$ cat src/rtl/prog_loader_if.sv
// rtl/prog_loader_if.sv - byte stream, instruction RAM write port and load status bundle
interface prog_loader_if #(
   parameter int AW = 8
);
   logic          start;
   logic [7:0]    in_data;
   logic          in_valid;
   logic          in_ready;
   logic          mem_we;
   logic [AW-1:0] mem_addr;
   logic [31:0]   mem_wdata;
   logic          core_hold;
   logic          done;
   logic          err;
   logic [15:0]   words;

   // loader side
   modport master (
      input  start, in_data, in_valid,
      output in_ready, mem_we, mem_addr, mem_wdata, core_hold, done, err, words
   );

   // stream source / RAM / core side
   modport slave (
      output start, in_data, in_valid,
      input  in_ready, mem_we, mem_addr, mem_wdata, core_hold, done, err, words
   );
endinterface

$ cat src/rtl/prog_loader.sv
// rtl/prog_loader.sv - boot-time instruction RAM loader from a little-endian byte stream
module prog_loader #(
   parameter int DEPTH = 256,
   parameter int AW    = 8
) (
   input  logic          clk,
   input  logic          rst,
   prog_loader_if.master bus
);
   typedef enum logic [2:0] {
      LEN_LO,
      LEN_HI,
      DATA,
      DONE,
      ERR
   } state_t;

   localparam logic [16:0] DEPTH_W = 17'(DEPTH);

   state_t        state_q, state_d;
   logic [7:0]    cnt_lo_q, cnt_lo_d;
   logic [15:0]   count_q, count_d;
   logic [1:0]    idx_q, idx_d;
   logic [23:0]   buf_q, buf_d;
   logic          mem_we_q, mem_we_d;
   logic [AW-1:0] mem_addr_q, mem_addr_d;
   logic [31:0]   mem_wdata_q, mem_wdata_d;
   logic          core_hold_q, core_hold_d;
   logic          done_q, done_d;
   logic          err_q, err_d;
   logic [15:0]   words_q, words_d;

   logic          in_ready;
   logic          accept;
   logic [15:0]   hdr_n;

   // ready is a pure decode of the state register so it never depends on in_valid
   always_comb begin
      in_ready = (state_q == LEN_LO) || (state_q == LEN_HI) || (state_q == DATA);
      accept   = in_ready && bus.in_valid;
      hdr_n    = {bus.in_data, cnt_lo_q};
   end

   // next-state, byte assembly and write-pulse generation
   always_comb begin
      state_d     = state_q;
      cnt_lo_d    = cnt_lo_q;
      count_d     = count_q;
      idx_d       = idx_q;
      buf_d       = buf_q;
      mem_we_d    = 1'b0;
      mem_addr_d  = mem_addr_q;
      mem_wdata_d = mem_wdata_q;
      core_hold_d = core_hold_q;
      done_d      = done_q;
      err_d       = err_q;
      words_d     = words_q;

      case (state_q)
         LEN_LO: begin
            if (accept) begin
               cnt_lo_d = bus.in_data;
               state_d  = LEN_HI;
            end
         end
         LEN_HI: begin
            if (accept) begin
               count_d = hdr_n;
               idx_d   = 2'd0;
               if (hdr_n == 16'd0) begin
                  state_d = DONE;
               end else if ({1'b0, hdr_n} > DEPTH_W) begin
                  state_d = ERR;
                  err_d   = 1'b1;
               end else begin
                  state_d = DATA;
               end
            end
         end
         DATA: begin
            if (accept) begin
               case (idx_q)
                  2'd0: buf_d[7:0]   = bus.in_data;
                  2'd1: buf_d[15:8]  = bus.in_data;
                  2'd2: buf_d[23:16] = bus.in_data;
                  default: begin
                     // the write address is the number of words already written
                     mem_wdata_d = {bus.in_data, buf_q};
                     mem_addr_d  = words_q[AW-1:0];
                     mem_we_d    = 1'b1;
                     words_d     = words_q + 16'd1;
                     if ((words_q + 16'd1) == count_q) begin
                        state_d = DONE;
                     end
                  end
               endcase
               idx_d = idx_q + 2'd1;
            end
         end
         DONE: begin
            // release lags DONE entry by one cycle so the last write lands first
            done_d      = 1'b1;
            core_hold_d = 1'b0;
            if (bus.start) begin
               state_d     = LEN_LO;
               done_d      = 1'b0;
               core_hold_d = 1'b1;
               words_d     = 16'd0;
               mem_addr_d  = '0;
               idx_d       = 2'd0;
            end
         end
         ERR: begin
            if (bus.start) begin
               state_d     = LEN_LO;
               err_d       = 1'b0;
               core_hold_d = 1'b1;
               words_d     = 16'd0;
               mem_addr_d  = '0;
               idx_d       = 2'd0;
            end
         end
         default: begin
            state_d = LEN_LO;
         end
      endcase
   end

   // state and output registers
   always_ff @(posedge clk or posedge rst) begin
      if (rst) begin
         state_q     <= LEN_LO;
         cnt_lo_q    <= 8'd0;
         count_q     <= 16'd0;
         idx_q       <= 2'd0;
         buf_q       <= 24'd0;
         mem_we_q    <= 1'b0;
         mem_addr_q  <= '0;
         mem_wdata_q <= 32'd0;
         core_hold_q <= 1'b1;
         done_q      <= 1'b0;
         err_q       <= 1'b0;
         words_q     <= 16'd0;
      end else begin
         state_q     <= state_d;
         cnt_lo_q    <= cnt_lo_d;
         count_q     <= count_d;
         idx_q       <= idx_d;
         buf_q       <= buf_d;
         mem_we_q    <= mem_we_d;
         mem_addr_q  <= mem_addr_d;
         mem_wdata_q <= mem_wdata_d;
         core_hold_q <= core_hold_d;
         done_q      <= done_d;
         err_q       <= err_d;
         words_q     <= words_d;
      end
   end

   assign bus.in_ready  = in_ready;
   assign bus.mem_we    = mem_we_q;
   assign bus.mem_addr  = mem_addr_q;
   assign bus.mem_wdata = mem_wdata_q;
   assign bus.core_hold = core_hold_q;
   assign bus.done      = done_q;
   assign bus.err       = err_q;
   assign bus.words     = words_q;
endmodule
$ cat src/flat_wrapper.sv
// flat-port wrapper written by rule: the top's interface ports become plain ports
module prog_loader_flat 
#(
   parameter int DEPTH = 256,
   parameter int AW    = 8
)
  (clk, rst, bus_start, bus_in_data, bus_in_valid, bus_in_ready, bus_mem_we, bus_mem_addr, bus_mem_wdata, bus_core_hold, bus_done, bus_err, bus_words);
  prog_loader_if #(.AW(AW)) bus_i ();
  input  logic clk;
  input  logic rst;
  input wire logic [$bits(bus_i.start)-1:0] bus_start;
  input wire logic [$bits(bus_i.in_data)-1:0] bus_in_data;
  input wire logic [$bits(bus_i.in_valid)-1:0] bus_in_valid;
  output wire logic [$bits(bus_i.in_ready)-1:0] bus_in_ready;
  output wire logic [$bits(bus_i.mem_we)-1:0] bus_mem_we;
  output wire logic [$bits(bus_i.mem_addr)-1:0] bus_mem_addr;
  output wire logic [$bits(bus_i.mem_wdata)-1:0] bus_mem_wdata;
  output wire logic [$bits(bus_i.core_hold)-1:0] bus_core_hold;
  output wire logic [$bits(bus_i.done)-1:0] bus_done;
  output wire logic [$bits(bus_i.err)-1:0] bus_err;
  output wire logic [$bits(bus_i.words)-1:0] bus_words;
  assign bus_i.start = bus_start;
  assign bus_i.in_data = bus_in_data;
  assign bus_i.in_valid = bus_in_valid;
  assign bus_in_ready = bus_i.in_ready;
  assign bus_mem_we = bus_i.mem_we;
  assign bus_mem_addr = bus_i.mem_addr;
  assign bus_mem_wdata = bus_i.mem_wdata;
  assign bus_core_hold = bus_i.core_hold;
  assign bus_done = bus_i.done;
  assign bus_err = bus_i.err;
  assign bus_words = bus_i.words;
  prog_loader #(.DEPTH(DEPTH), .AW(AW)) u_core (.clk(clk), .rst(rst), .bus(bus_i));
endmodule
$ cat config.mk
export PLATFORM = sky130hd
export DESIGN_NAME = prog_loader_flat
export DESIGN_NICKNAME = d
export VERILOG_FILES = /design/src/rtl/prog_loader_if.sv /design/src/rtl/prog_loader.sv /design/src/flat_wrapper.sv
export SDC_FILE = /design/constraint.sdc
export NUM_CORES = 1
export LEC_CHECK = 0
export ABC_CLOCK_PERIOD_IN_PS = 2900
export BUFFER_PORTS_ARGS = -buffer_cell sky130_fd_sc_hd__buf_2
export CAP_MARGIN = 40
export CORE_UTILIZATION = 54
export CTS_BUF_LIST = sky130_fd_sc_hd__clkbuf_8
export DETAILED_ROUTE_END_ITERATION = 7
export PLACE_DENSITY = 0.79
export SLEW_MARGIN = 20
export SYNTH_ARGS = -nofsm -noshare
export SYNTH_HDL_FRONTEND = slang
export SYNTH_SLANG_ARGS = --single-unit
export TNS_END_PERCENT = 1
$ cat constraint.sdc
create_clock -name clk -period 2.9 [get_ports clk]
set_input_delay 0.145 -clock clk [delete_from_list [all_inputs] [get_ports clk]]
set_output_delay 0.145 -clock clk [all_outputs]
set_load 0.01 [all_outputs]
==> tab_implementation.tex <==
\begin{tabular}{lr}
\hline
Metric & Value \\
\hline
\multicolumn{2}{l}{\textbf{Status}} \\
\quad Run status & complete, no violations \\
\multicolumn{2}{l}{\textbf{Floorplan}} \\
\quad Die height & 99.5 µm \\
\quad Standard-cell row count & 35 \\
\quad Floorplan Core Area & 9240 µm² \\
\quad Die Outline Area & 9900 µm² \\
\quad Boundary pin count & 73 \\
\quad Die extent in x & 99.5 µm \\
\quad Initial core utilization & 55.6\% \\
\multicolumn{2}{l}{\textbf{GRT}} \\
\quad First-pass GRT wire length & 19.0 mm \\
\quad Largest net degree at the start of global routing & 50 \\
\quad Sum of overflow across all layers after global routing & 0 \\
\quad Antenna violations before repair & 0 \\
\quad Total Routing Usage GR & 25.1\% \\
\quad Via count of the first global-routing pass & 3884 \\
\multicolumn{2}{l}{\textbf{Place}} \\
\quad Total half-perimeter wirelength after legalization and detailed placement & 7.60 mm \\
\quad Buffers added on ports & 72 \\
\quad Routability congestion estimate from global placement & 0.903 \\
\multicolumn{2}{l}{\textbf{Yosys}} \\
\quad Number of unique standard cell types used by synthesis & 49 \\
\quad Cell area after synthesis & 5130 µm² \\
\quad Sequential share of the synthesized area & 55.1\% \\
\quad Synth Instances & 531 \\
\quad Most area-consuming cells after synthesis & dfrtp\_1 (55\%), nand2\_1 (13\%), mux2\_2 (7.5\%) \\
\quad Biggest area consumer among synthesized cells & dfrtp\_1 \\
\quad Number of register bits inferred by synthesis & 113 \\
\quad Yosys warns & 0 \\
\quad Async set-or-reset flop fraction in the synthesized netlist & 100\% \\
\quad Syn\_nets & 548 \\
\quad Post-synth top area share & 54.6\% \\
\quad EDFF count, synth & 0 \\
\quad Post-Synthesis Mean Instance Area & 9.67 µm² \\
\quad Dominant register cell in the synthesized netlist & dfrtp\_1 \\
\multicolumn{2}{l}{\textbf{Routing}} \\
\quad 1st-iter DRT viols & 289 \\
\quad Antenna-violating nets left & 0 \\
\quad Routed length per placed instance & 15.3 µm \\
\quad DR vias & 4036 \\
\quad Avg Vias per Cell & 5.42 \\
\quad Sum of routed wire length over all layers & 11.4 mm \\
\quad Count of unresolved DRC violations after routing & 0 \\
\quad Detailed Routing Iterations Pass 1 & 4 \\
\multicolumn{2}{l}{\textbf{Critical path}} \\
\quad Largest fanout on the critical path & 9 \\
\quad Data arrival time of the critical path & 2.81 ns \\
\quad CP required & 3.24 ns \\
\quad Endpoint type of the worst setup path & flip-flop \\
\quad Setup CP Type & flip-flop to flip-flop \\
\quad Type of element launching the critical path & flip-flop \\
\multicolumn{2}{l}{\textbf{CTS}} \\
\quad Clock net sink count & 113 \\
\quad Clock edge transition at the registers on the reported setup and hold paths & 0.07 ns \\
\quad Root buf cell & clkbuf\_8 \\
\quad Number of buffers created by CTS & 17 \\
\quad Deepest level of the CTS H-tree & 4 \\
\quad Post-CTS resize count & 0 \\
\quad Clock insertion delay at the later pin of the skew report & 0.42 ns \\
\quad Clock tree from TritonCTS & done \\
\quad Buffer levels on the longest clock path & 2 \\
\multicolumn{2}{l}{\textbf{Timing}} \\
\quad Final max-slew violation count & 0 \\
\quad Final sum of negative setup slack & 0 ns \\
\quad Worst slew margin & 50.8\% \\
\quad Share of the cycle needed by the critical path after routing & 85.4\% \\
\quad Setup repair after global routing missed its margin & no \\
\quad Worst Hold Slack & 0.0277 ns \\
\quad Final setup vio count & 0 \\
\quad Tightest Pin Transition & 0.731 ns \\
\quad Final Skew & 0.00999 ns \\
\quad Final critical-path required period & 2.48 ns \\
\quad Highest clock rate & 0.404 GHz \\
\quad Final hold violation count & 0 \\
\multicolumn{2}{l}{\textbf{Job}} \\
\quad Total of max-cap violations & 0 \\
\multicolumn{2}{l}{\textbf{Finish}} \\
\quad Net count of the finished layout & 621 \\
\quad Most common cell after layout, fill and taps aside & nand2\_1 \\
\quad Layout cells sized above 1 & 24.9\% \\
\quad Area overhead of the layout relative to synthesis & 17.0\% \\
\quad Most frequent cells in the layout & nand2\_1 (179), dfrtp\_1 (112), buf\_2 (72) \\
\quad Number of antenna diodes & 0 \\
\quad Layout fillers & 750 \\
\multicolumn{2}{l}{\textbf{Power}} \\
\quad Max IR drop VDD & 0.398 mV \\
\quad Leakage power summed over all cells & 3.12 nW \\
\quad Power Density & 683 nW/µm² \\
\multicolumn{2}{l}{\textbf{Min path}} \\
\quad Kind of path behind the tightest hold check & input pin to flip-flop \\
\hline
\end{tabular}
routing by layer:
metal  global-route usage [%]  vias to the layer above  wire length [µm]
met5                        0                        -                 0
met4                     9.62                        0               180
met3                     6.75                       16               601
met2                     40.0                      122              5460
met1                     33.1                     1970              5170
li1                         -                     1928                 -
flip-flops by register name (all words and copies together), names as in the netlist:
signal,cells
u_core.bus.mem_wdata,32
u_core.buf_q,24
u_core.bus.words,16
u_core.count_q,16
u_core.bus.mem_addr,8
u_core.cnt_lo_q,8
u_core.state_q,3
u_core.idx_q,2
u_core.bus.core_hold,1
u_core.bus.done,1
u_core.bus.err,1
u_core.bus.mem_we,1
layout make-up:
cell class	count	area, µm²	share of cell area, %
repair buffers	81	453	7.54
flip-flops and latches	113	2830	47.1
multi-input cells	382	2160	36.0
well taps	129	161	2.69
clock inverters	10	87.6	1.46
inverters	9	37.5	0.625
clock buffers	20	275	4.58
logic make-up (layout without fill, tap and decap cells):
family	count (synthesis)	count (layout)	synth area share [%]
AND/OR/NAND/NOR	246	246	20.3
flip-flops	113	113	55.1
AO/OA/AOI/OAI	72	72	8.80
multiplexers	36	36	7.85
buffers and inverters	36	120	2.80
XOR/XNOR	23	23	3.92
adder cells (fa/ha/maj)	5	5	1.22
stage by stage:
step / power, mW / utilization, % / worst slack [ns] / instance area (µm²) / std cells
6_report: 4.10 / 65.0 / 0.423 / 6010 / 744
3_5_place_dp: 2.77 / 60.7 / 0.458 / 5610 / 711
2_1_floorplan: 2.55 / - / 0.625 / 5140 / 531
5_1_grt: 4.31 / 65.0 / 0.233 / 6010 / 744
4_1_cts: 4.12 / 64.8 / 0.425 / 5990 / 743
3_3_place_gp: 2.73 / 60.7 / 0.561 / 5610 / 711
power by group:
| part | leakage [nW] | internal (mW) | switching (mW) |
|---|---|---|---|
| Combinational | 1.41 | 0.348 | 0.448 |
| Clock | 0.174 | 0.727 | 0.616 |
| Sequential | 1.53 | 1.78 | 0.184 |
path summary, 6_finish.rpt:
| kind | startpoint | end | slack [ns] | cells after the start |
|---|---|---|---|---|
| worst max-delay path | u_core.bus.words[0] | u_core.state_q[0] | 0.42 | 7 |
| worst min-delay path | bus_in_data[3] | u_core.bus.mem_wdata[27] | 0.03 | 3 |
| worst max register to register | u_core.bus.words[0] | u_core.state_q[0] | 0.42 | 7 |
| worst min register to register | u_core.buf_q[6] | u_core.bus.mem_wdata[6] | 0.47 | 2 |
| max in group asynchronous | rst | u_core.bus.core_hold | 1.86 | 4 |
| min in group asynchronous | rst | u_core.bus.words[10] | 0.32 | 3 |
what timing repair did:
item                      4_1_cts  5_1_grt
hold buffers                    2        0
hold endpoints to repair       22        0
setup buffers                   0        0
critical path, stage by stage (launching register included):
cell	delay [ns]
dfrtp_1	0.53
ha_1	0.33
nand3_1	0.22
nor2_1	0.26
o21ai_0	0.12
mux2_2	0.27
or4_1	0.48
o31ai_2	0.18
cells in the mapped netlist, drive strengths merged, types with 2 or more instances:
| library cell | number |
|---|---|
| a22o | 8 |
| nor4 | 5 |
| xnor2 | 15 |
| nor3 | 5 |
| mux2 | 34 |
| nand3 | 10 |
| o21a | 2 |
| clkbuf | 21 |
| ha | 5 |
| a21oi | 12 |
| nand2 | 179 |
| nor3b | 3 |
| nor2b | 2 |
| or3 | 2 |
| nand4 | 4 |
| o31ai | 5 |
| xor2 | 8 |
| and2 | 3 |
| dfrtp | 112 |
| inv | 8 |
| o21ai | 30 |
| nor2 | 24 |
| o22ai | 4 |
| buf | 6 |
| and3 | 4 |
| a31oi | 3 |
| mux2i | 2 |
Note: power is estimated with default switching activity, not from simulation.
